`src/rtl/subreg_tim_sched_pkg.sv`:
```
// subreg_tim_sched_pkg: shared widths and accumulator arithmetic for the tick scheduler
package subreg_tim_sched_pkg;
    localparam int C_CH_N_DEF     = 4;
    localparam int C_PERIOD_W_DEF = 16;

    typedef struct packed {
        logic               due;
        logic signed [31:0] acc;
    } acc_upd_t;

    function automatic int ch_w(input int n);
        return (n <= 2) ? 1 : $clog2(n);
    endfunction

    // Computed wide, callers truncate to C_PERIOD_W+1; the true value always fits
    function automatic int init_acc(input int period, input int pulse_n);
        return (period - pulse_n) >>> 1;
    endfunction

    function automatic acc_upd_t acc_next(input int acc, input int period, input int pulse_n);
        acc_next.due = acc < 0;
        acc_next.acc = acc - pulse_n + ((acc < 0) ? period : 0);
    endfunction
endpackage

```
`src/rtl/subreg_tim_sched_if.sv`:
```
// subreg_tim_sched_if: channel rate reconfiguration req/ack handshake
interface subreg_tim_sched_if #(
    parameter int C_CH_W     = 2,
    parameter int C_PERIOD_W = 16
);
    logic                  CFG_REQ;
    logic [C_CH_W-1:0]     CFG_CH;
    logic [C_PERIOD_W-1:0] CFG_PERIOD;
    logic [C_PERIOD_W-1:0] CFG_PULSE_N;
    logic                  CFG_ACK;

    modport master (output CFG_REQ, CFG_CH, CFG_PERIOD, CFG_PULSE_N, input CFG_ACK);
    modport slave  (input CFG_REQ, CFG_CH, CFG_PERIOD, CFG_PULSE_N, output CFG_ACK);
endinterface

```
`src/rtl/subreg_tim_acc_upd.sv`:
```
// subreg_tim_acc_upd: combinational accumulator step for the channel in the current slot
module subreg_tim_acc_upd
    import subreg_tim_sched_pkg::*;
#(
    parameter int C_PERIOD_W = C_PERIOD_W_DEF
) (
    input  logic signed [C_PERIOD_W:0]   ACC,
    input  logic        [C_PERIOD_W-1:0] PERIOD,
    input  logic        [C_PERIOD_W-1:0] PULSE_N,
    output logic                         DUE,
    output logic signed [C_PERIOD_W:0]   ACC_NXT
);
    acc_upd_t upd;

    always_comb begin
        upd     = acc_next(int'(ACC), int'(PERIOD), int'(PULSE_N));
        DUE     = upd.due;
        ACC_NXT = (C_PERIOD_W+1)'(upd.acc);
    end
endmodule

```
`src/rtl/subreg_tim_sched.sv`:
```
// subreg_tim_sched: round-robin N-of-M tick scheduler sharing one accumulator datapath
module subreg_tim_sched
    import subreg_tim_sched_pkg::*;
#(
    parameter int  C_CH_N     = C_CH_N_DEF,
    parameter int  C_PERIOD_W = C_PERIOD_W_DEF,
    localparam int C_CH_W     = ch_w(C_CH_N)
) (
    input  logic              CK_i,
    input  logic              XARST_i,
    input  logic              RST_i,
    input  logic [C_CH_N-1:0] CH_EN_i,
    subreg_tim_sched_if.slave cfg,
    output logic [C_CH_N-1:0] EN_CK_o,
    output logic [C_CH_W-1:0] SLOT_o,
    output logic              FRAME_o
);
    localparam logic [C_CH_W-1:0] C_LAST = C_CH_W'(C_CH_N - 1);

    logic        [C_CH_W-1:0]     slot;
    logic        [C_PERIOD_W-1:0] period_q [C_CH_N];
    logic        [C_PERIOD_W-1:0] pulse_q  [C_CH_N];
    logic signed [C_PERIOD_W:0]   acc_q    [C_CH_N];
    logic                         hit, run, due;
    logic signed [C_PERIOD_W:0]   acc_nxt, acc_init;
    logic        [C_PERIOD_W-1:0] pulse_cl;

    subreg_tim_acc_upd #(.C_PERIOD_W(C_PERIOD_W)) u_upd (
        .ACC     (acc_q[slot]),
        .PERIOD  (period_q[slot]),
        .PULSE_N (pulse_q[slot]),
        .DUE     (due),
        .ACC_NXT (acc_nxt)
    );

    assign hit      = cfg.CFG_REQ && (cfg.CFG_CH == slot);
    assign run      = CH_EN_i[slot] && (period_q[slot] != '0);
    // N >= M is clamped so the channel ticks every visit instead of overflowing
    assign pulse_cl = (cfg.CFG_PULSE_N > cfg.CFG_PERIOD) ? cfg.CFG_PERIOD : cfg.CFG_PULSE_N;
    assign acc_init = (C_PERIOD_W+1)'(init_acc(int'(cfg.CFG_PERIOD), int'(pulse_cl)));
    assign SLOT_o   = slot;

    always_ff @(posedge CK_i or negedge XARST_i) begin
        if (!XARST_i) begin
            slot        <= '0;
            EN_CK_o     <= '0;
            FRAME_o     <= 1'b0;
            cfg.CFG_ACK <= 1'b0;
            for (int c = 0; c < C_CH_N; c++) begin
                period_q[c] <= '0;
                pulse_q[c]  <= '0;
                acc_q[c]    <= '0;
            end
        end else if (RST_i) begin
            slot        <= '0;
            EN_CK_o     <= '0;
            FRAME_o     <= 1'b0;
            cfg.CFG_ACK <= 1'b0;
            for (int c = 0; c < C_CH_N; c++)
                acc_q[c] <= (C_PERIOD_W+1)'(init_acc(int'(period_q[c]), int'(pulse_q[c])));
        end else begin
            slot        <= (slot == C_LAST) ? '0 : slot + C_CH_W'(1);
            FRAME_o     <= slot == C_LAST;
            cfg.CFG_ACK <= hit;
            EN_CK_o     <= (run && !hit && due) ? C_CH_N'(1) << slot : '0;
            if (hit) begin
                period_q[slot] <= cfg.CFG_PERIOD;
                pulse_q[slot]  <= pulse_cl;
                acc_q[slot]    <= acc_init;
            end else if (run) begin
                acc_q[slot] <= acc_nxt;
            end
        end
    end
endmodule

```
`src/flat_wrapper.sv`:
```
// flat-port wrapper written by rule: the top's interface ports become plain ports
module subreg_tim_sched_flat import subreg_tim_sched_pkg::*;
#(
    parameter int  C_CH_N     = C_CH_N_DEF,
    parameter int  C_PERIOD_W = C_PERIOD_W_DEF,
    localparam int C_CH_W     = ch_w(C_CH_N)
)
  (CK_i, XARST_i, RST_i, CH_EN_i, EN_CK_o, SLOT_o, FRAME_o, cfg_CFG_REQ, cfg_CFG_CH, cfg_CFG_PERIOD, cfg_CFG_PULSE_N, cfg_CFG_ACK);
  subreg_tim_sched_if #(.C_CH_W(2), .C_PERIOD_W(C_PERIOD_W)) cfg_i ();
  input  logic CK_i;
  input  logic XARST_i;
  input  logic RST_i;
  input  logic [C_CH_N-1:0] CH_EN_i;
  output logic [C_CH_N-1:0] EN_CK_o;
  output logic [C_CH_W-1:0] SLOT_o;
  output logic FRAME_o;
  input wire logic [$bits(cfg_i.CFG_REQ)-1:0] cfg_CFG_REQ;
  input wire logic [$bits(cfg_i.CFG_CH)-1:0] cfg_CFG_CH;
  input wire logic [$bits(cfg_i.CFG_PERIOD)-1:0] cfg_CFG_PERIOD;
  input wire logic [$bits(cfg_i.CFG_PULSE_N)-1:0] cfg_CFG_PULSE_N;
  output wire logic [$bits(cfg_i.CFG_ACK)-1:0] cfg_CFG_ACK;
  assign cfg_i.CFG_REQ = cfg_CFG_REQ;
  assign cfg_i.CFG_CH = cfg_CFG_CH;
  assign cfg_i.CFG_PERIOD = cfg_CFG_PERIOD;
  assign cfg_i.CFG_PULSE_N = cfg_CFG_PULSE_N;
  assign cfg_CFG_ACK = cfg_i.CFG_ACK;
  subreg_tim_sched #(.C_CH_N(C_CH_N), .C_PERIOD_W(C_PERIOD_W)) u_core (.CK_i(CK_i), .XARST_i(XARST_i), .RST_i(RST_i), .CH_EN_i(CH_EN_i), .cfg(cfg_i), .EN_CK_o(EN_CK_o), .SLOT_o(SLOT_o), .FRAME_o(FRAME_o));
endmodule
```
`config.mk`:
```
export PLATFORM = sky130hd
export DESIGN_NAME = subreg_tim_sched_flat
export DESIGN_NICKNAME = d
export VERILOG_FILES = /design/src/rtl/subreg_tim_sched_pkg.sv /design/src/rtl/subreg_tim_sched_if.sv /design/src/rtl/subreg_tim_acc_upd.sv /design/src/rtl/subreg_tim_sched.sv /design/src/flat_wrapper.sv
export SDC_FILE = /design/constraint.sdc
export NUM_CORES = 1
export LEC_CHECK = 0
export CAP_MARGIN = 0
export CORE_ASPECT_RATIO = 1.5
export CORE_UTILIZATION = 63
export DETAILED_ROUTE_END_ITERATION = 16
export GPL_TIMING_DRIVEN = 1
export PLACE_DENSITY = 0.82
export SYNTH_ARGS = -nofsm -noshare
export SYNTH_HDL_FRONTEND = slang
export SYNTH_HIERARCHICAL = 1
export SYNTH_SLANG_ARGS = --single-unit
```
`constraint.sdc`:
```
create_clock -name CK_i -period 6 [get_ports CK_i]
set_input_delay 1.2 -clock CK_i [delete_from_list [all_inputs] [get_ports CK_i]]
set_output_delay 1.2 -clock CK_i [all_outputs]
set_load 0.01 [all_outputs]
```
==> reports/results.tsv <==
stage	metric	value	unit
placement	globalplace.congestion	1.01	
global_route	antenna_found_initial	0	
sta	timing.slew.headroom	0.414	
floorplan	die_h	192	µm
routing	wire_per_inst	23.1	µm
critical_path	crit_type	input pin to register	
cts	clock-sinks	204	
yosys	synth_seq_cells	204	
yosys	ys_top_cells_by_count	232 x nand2_1, 204 x dfrtp_1, 194 x o21ai_0, 139 x inv_1, 110 x nor2_1	
yosys	synth_top_family_by_area	compound AO/OA/AOI/OAI gates	
floorplan	num_rows	69	
sta	hold_viol_final	0	
yosys	avgSynthCellArea	8.96	µm²
yosys	synth_area_leaders	dfrtp_1 34%, ha_1 8.7%, mux4_2 7.4%, o21ai_0 6.4%, nand2_1 5.7%	
routing	dr.pass1.iters	14	
yosys	syn_inst	1690	
floorplan	initial_core_util	0.640	
run_status	status	finished, violations left	
critical_path	critPathCaptureType	register	
routing	viasPerCell	6.51	
layout	final_core_util	0.720	
yosys	synthMuxAreaShare	0.0886	
sta	fmax	176	MHz
sta	fin_skew	0.0191	ns
layout	fin_area	17000	µm²
yosys	synthXorXnorAreaFrac	0.0393	
cts	cts-root-buf	clkbuf_16	
cts	clkLatencyLatePin	0.54	ns
routing	drc	3	
critical_path	crit_top_cell	buf_4	
power	irDropWorstVdd	0.366	mV
routing	vias	13659	
global_route	grt_overflow	0	
critical_path	required	6.40	ns
yosys	ys_async_sr_fraction	1.00	
yosys	ys.flop_type	dfrtp_1	
floorplan	pin_count	50	
sta	finalCritPeriodShare	0.947	
yosys	synth_fa_ha_area_frac	0.116	
critical_path	critPathMaxStageDelay	0.48	ns
sta	rsz0062_at_grt	false	
sta	whs	0.501	ns
critical_path	arrival	6.08	ns
power	powerDensity	591	nW/µm²
cts	cts_hold_buf	0	
layout	diodes	0	
critical_path	cp_max_fo	7	
sta	drv_slew	0	
floorplan	dieArea	24700	µm²
critical_path	slowest_stage	clkdlybuf4s50_1	
layout	area_delta_synth_final	12.5	%
placement	dp.cells	2058	
yosys	ys_seq_area_frac	0.337	
global_route	grt_pass1_wl	74800	µm
yosys	synth-edff-count	0	
floorplan	die_w	129	µm
routing	drt_iter0_markers	1427	
global_route	grt_pass1_vias	13497	
layout	drive_gt1_frac	0.112	
cts	clkSlewWorstSetupHoldPaths	0.06	ns
cts	post_cts_resized	0	
cts	cts_max_level	1	
placement	io_buffers	49	
yosys	yosysTopAreaCellShare	0.337	
power	p_leak	7.57	nW
global_route	grt_max_degree	99	
global_route	track_usage	0.406	
cts	max-clock-path-buffers	3	
routing	ant_nets	0	
sta	worstMarginPinSlew	0.867	ns
placement	hpwl	36600	µm
critical_path	cp-start-kind	input pin	
floorplan	coreArea	23700	µm²
yosys	syn-num-nets	1858	
run_status	violations	DRC	
yosys	synth_compound_area_frac	0.203	
power	power	10.1	mW
critical_path	worst-path-buf-inv	7	
cts	post_cts_buffers	0	
sta	setup_viol	0	
critical_path	cp_cell_sequence	clkdlybuf4s50_1, inv_1, ha_1, nand4_2, buf_4, a211oi_2, nand2_1, nand3_2, nand2_2, buf_4, a21oi_1, inv_1, fa_1, buf_4, nand4bb_1, o2111ai_1, nand4_1, a21o_1, o211ai_1, nand4_1, a31o_2, buf_4, o21ai_0, a21oi_1	
yosys	ys_types	90	
layout	final_nets	1931	
placement	place_area	16300	µm²
hold_path	hp-class	register to register	
layout	final_cells	2098	
critical_path	path_delay_family	compound AO/OA/AOI/OAI gates	
yosys	synthesis.area	15100	µm²
yosys	yosysTopAreaCell	dfrtp_1	
yosys	ys_warn_count	6	
sta	fin_ws	0.320	ns
yosys	yosys.area_share.simple	0.160	
placement	dp_slack	-0.111	ns
yosys	yosysMostFrequentCell	nand2_1	
sta	fin_crit	5.68	ns
sta	setup-tns-final	0	ns
job	max_cap_viol_count	0	
cts	cts_tree	yes	
cts	numCtsBuffers	22	
routing	postRouteWirelength	48500	µm
## kinds of logic after synthesis
| family | after synthesis |
|---|---|
| DFF | 204 |
| xor gates and xnor gates | 68 |
| buffers and inverters | 216 |
| muxes | 71 |
| and+or+nand+nor | 522 |
| adders and majority gates | 128 |
| AOI/OAI and AO/OA | 481 |
## registers in the layout, summed over array words and instances, names as in the netlist
name,flops
u_core/cfg.CFG_ACK,1
u_core/period_q,64
u_core/acc_q,68
u_core/EN_CK_o,4
u_core/pulse_q,64
u_core/SLOT_o,2
u_core/FRAME_o,1
## final timing paths
check / from / end / slack, ns / depth (start not counted)
min: u_core/pulse_q[32] / u_core/pulse_q[32] / 0.50 / 2
max in group asynchronous: XARST_i / u_core/period_q[55] / 3.97 / 2
max: cfg_CFG_PERIOD[13] / u_core/acc_q[49] / 0.32 / 24
max reg2reg: u_core/SLOT_o[0] / u_core/acc_q[13] / 1.15 / 15
min reg2reg: u_core/pulse_q[32] / u_core/pulse_q[32] / 0.50 / 2
min in group asynchronous: XARST_i / u_core/period_q[31] / 0.71 / 1
## cells in the final DEF (no fill, tap or decap), types with 6 or more instances in the layout
cell type	count
a211o_1	7
a211oi_1	21
a21o_1	24
a21oi_1	89
a221oi_1	12
a31oi_1	15
and2_1	14
and3_1	8
buf_4	75
clkbuf_16	23
clkdlybuf4s50_1	47
dfrtp_1	202
fa_1	21
ha_1	105
inv_1	139
mux2i_1	16
mux4_2	50
nand2_1	228
nand2b_1	27
nand3_1	26
nand4_1	11
nor2_1	110
nor2b_1	30
nor3_1	25
nor4_1	7
o211ai_1	11
o21a_1	16
o21ai_0	194
o21ai_1	10
o2bb2ai_1	6
o31ai_1	7
or3_1	9
xnor2_1	44
xor2_1	24
## final cells by class
cell class | count | area [µm²]
inverter | 142 | 533
clock inverter | 9 | 123
sequential | 204 | 5110
timing repair buffer | 123 | 1050
tap | 319 | 399
fill | 1896 | 6610
clock buffer | 31 | 636
multi-input combinational | 1270 | 9200
## worst min-delay path: cells and delay by family, from the launching register on
family	cells	cell delay, ns
AOI/OAI and AO/OA	1	0.06
and+or+nand+nor	1	0.05
DFF	1	0.35
## routing by layer
metal / up-vias / share of wire / global-route usage
li1: 6135 / - / -
met1: 6541 / 0.37 / 0.502
met2: 773 / 0.47 / 0.658
met3: 210 / 0.086 / 0.0724
met4: 0 / 0.068 / 0.257
met5: - / 0 / 0
## power by group
group          switching [mW]  total (mW)  leakage, nW  internal, mW
clock                   0.591        1.46        0.373         0.867
sequential              0.379        2.23         2.59          1.85
combinational            3.76        6.38         4.60          2.61
total                    4.73        10.1         7.57          5.34
Power figures use the tool's default switching activity.
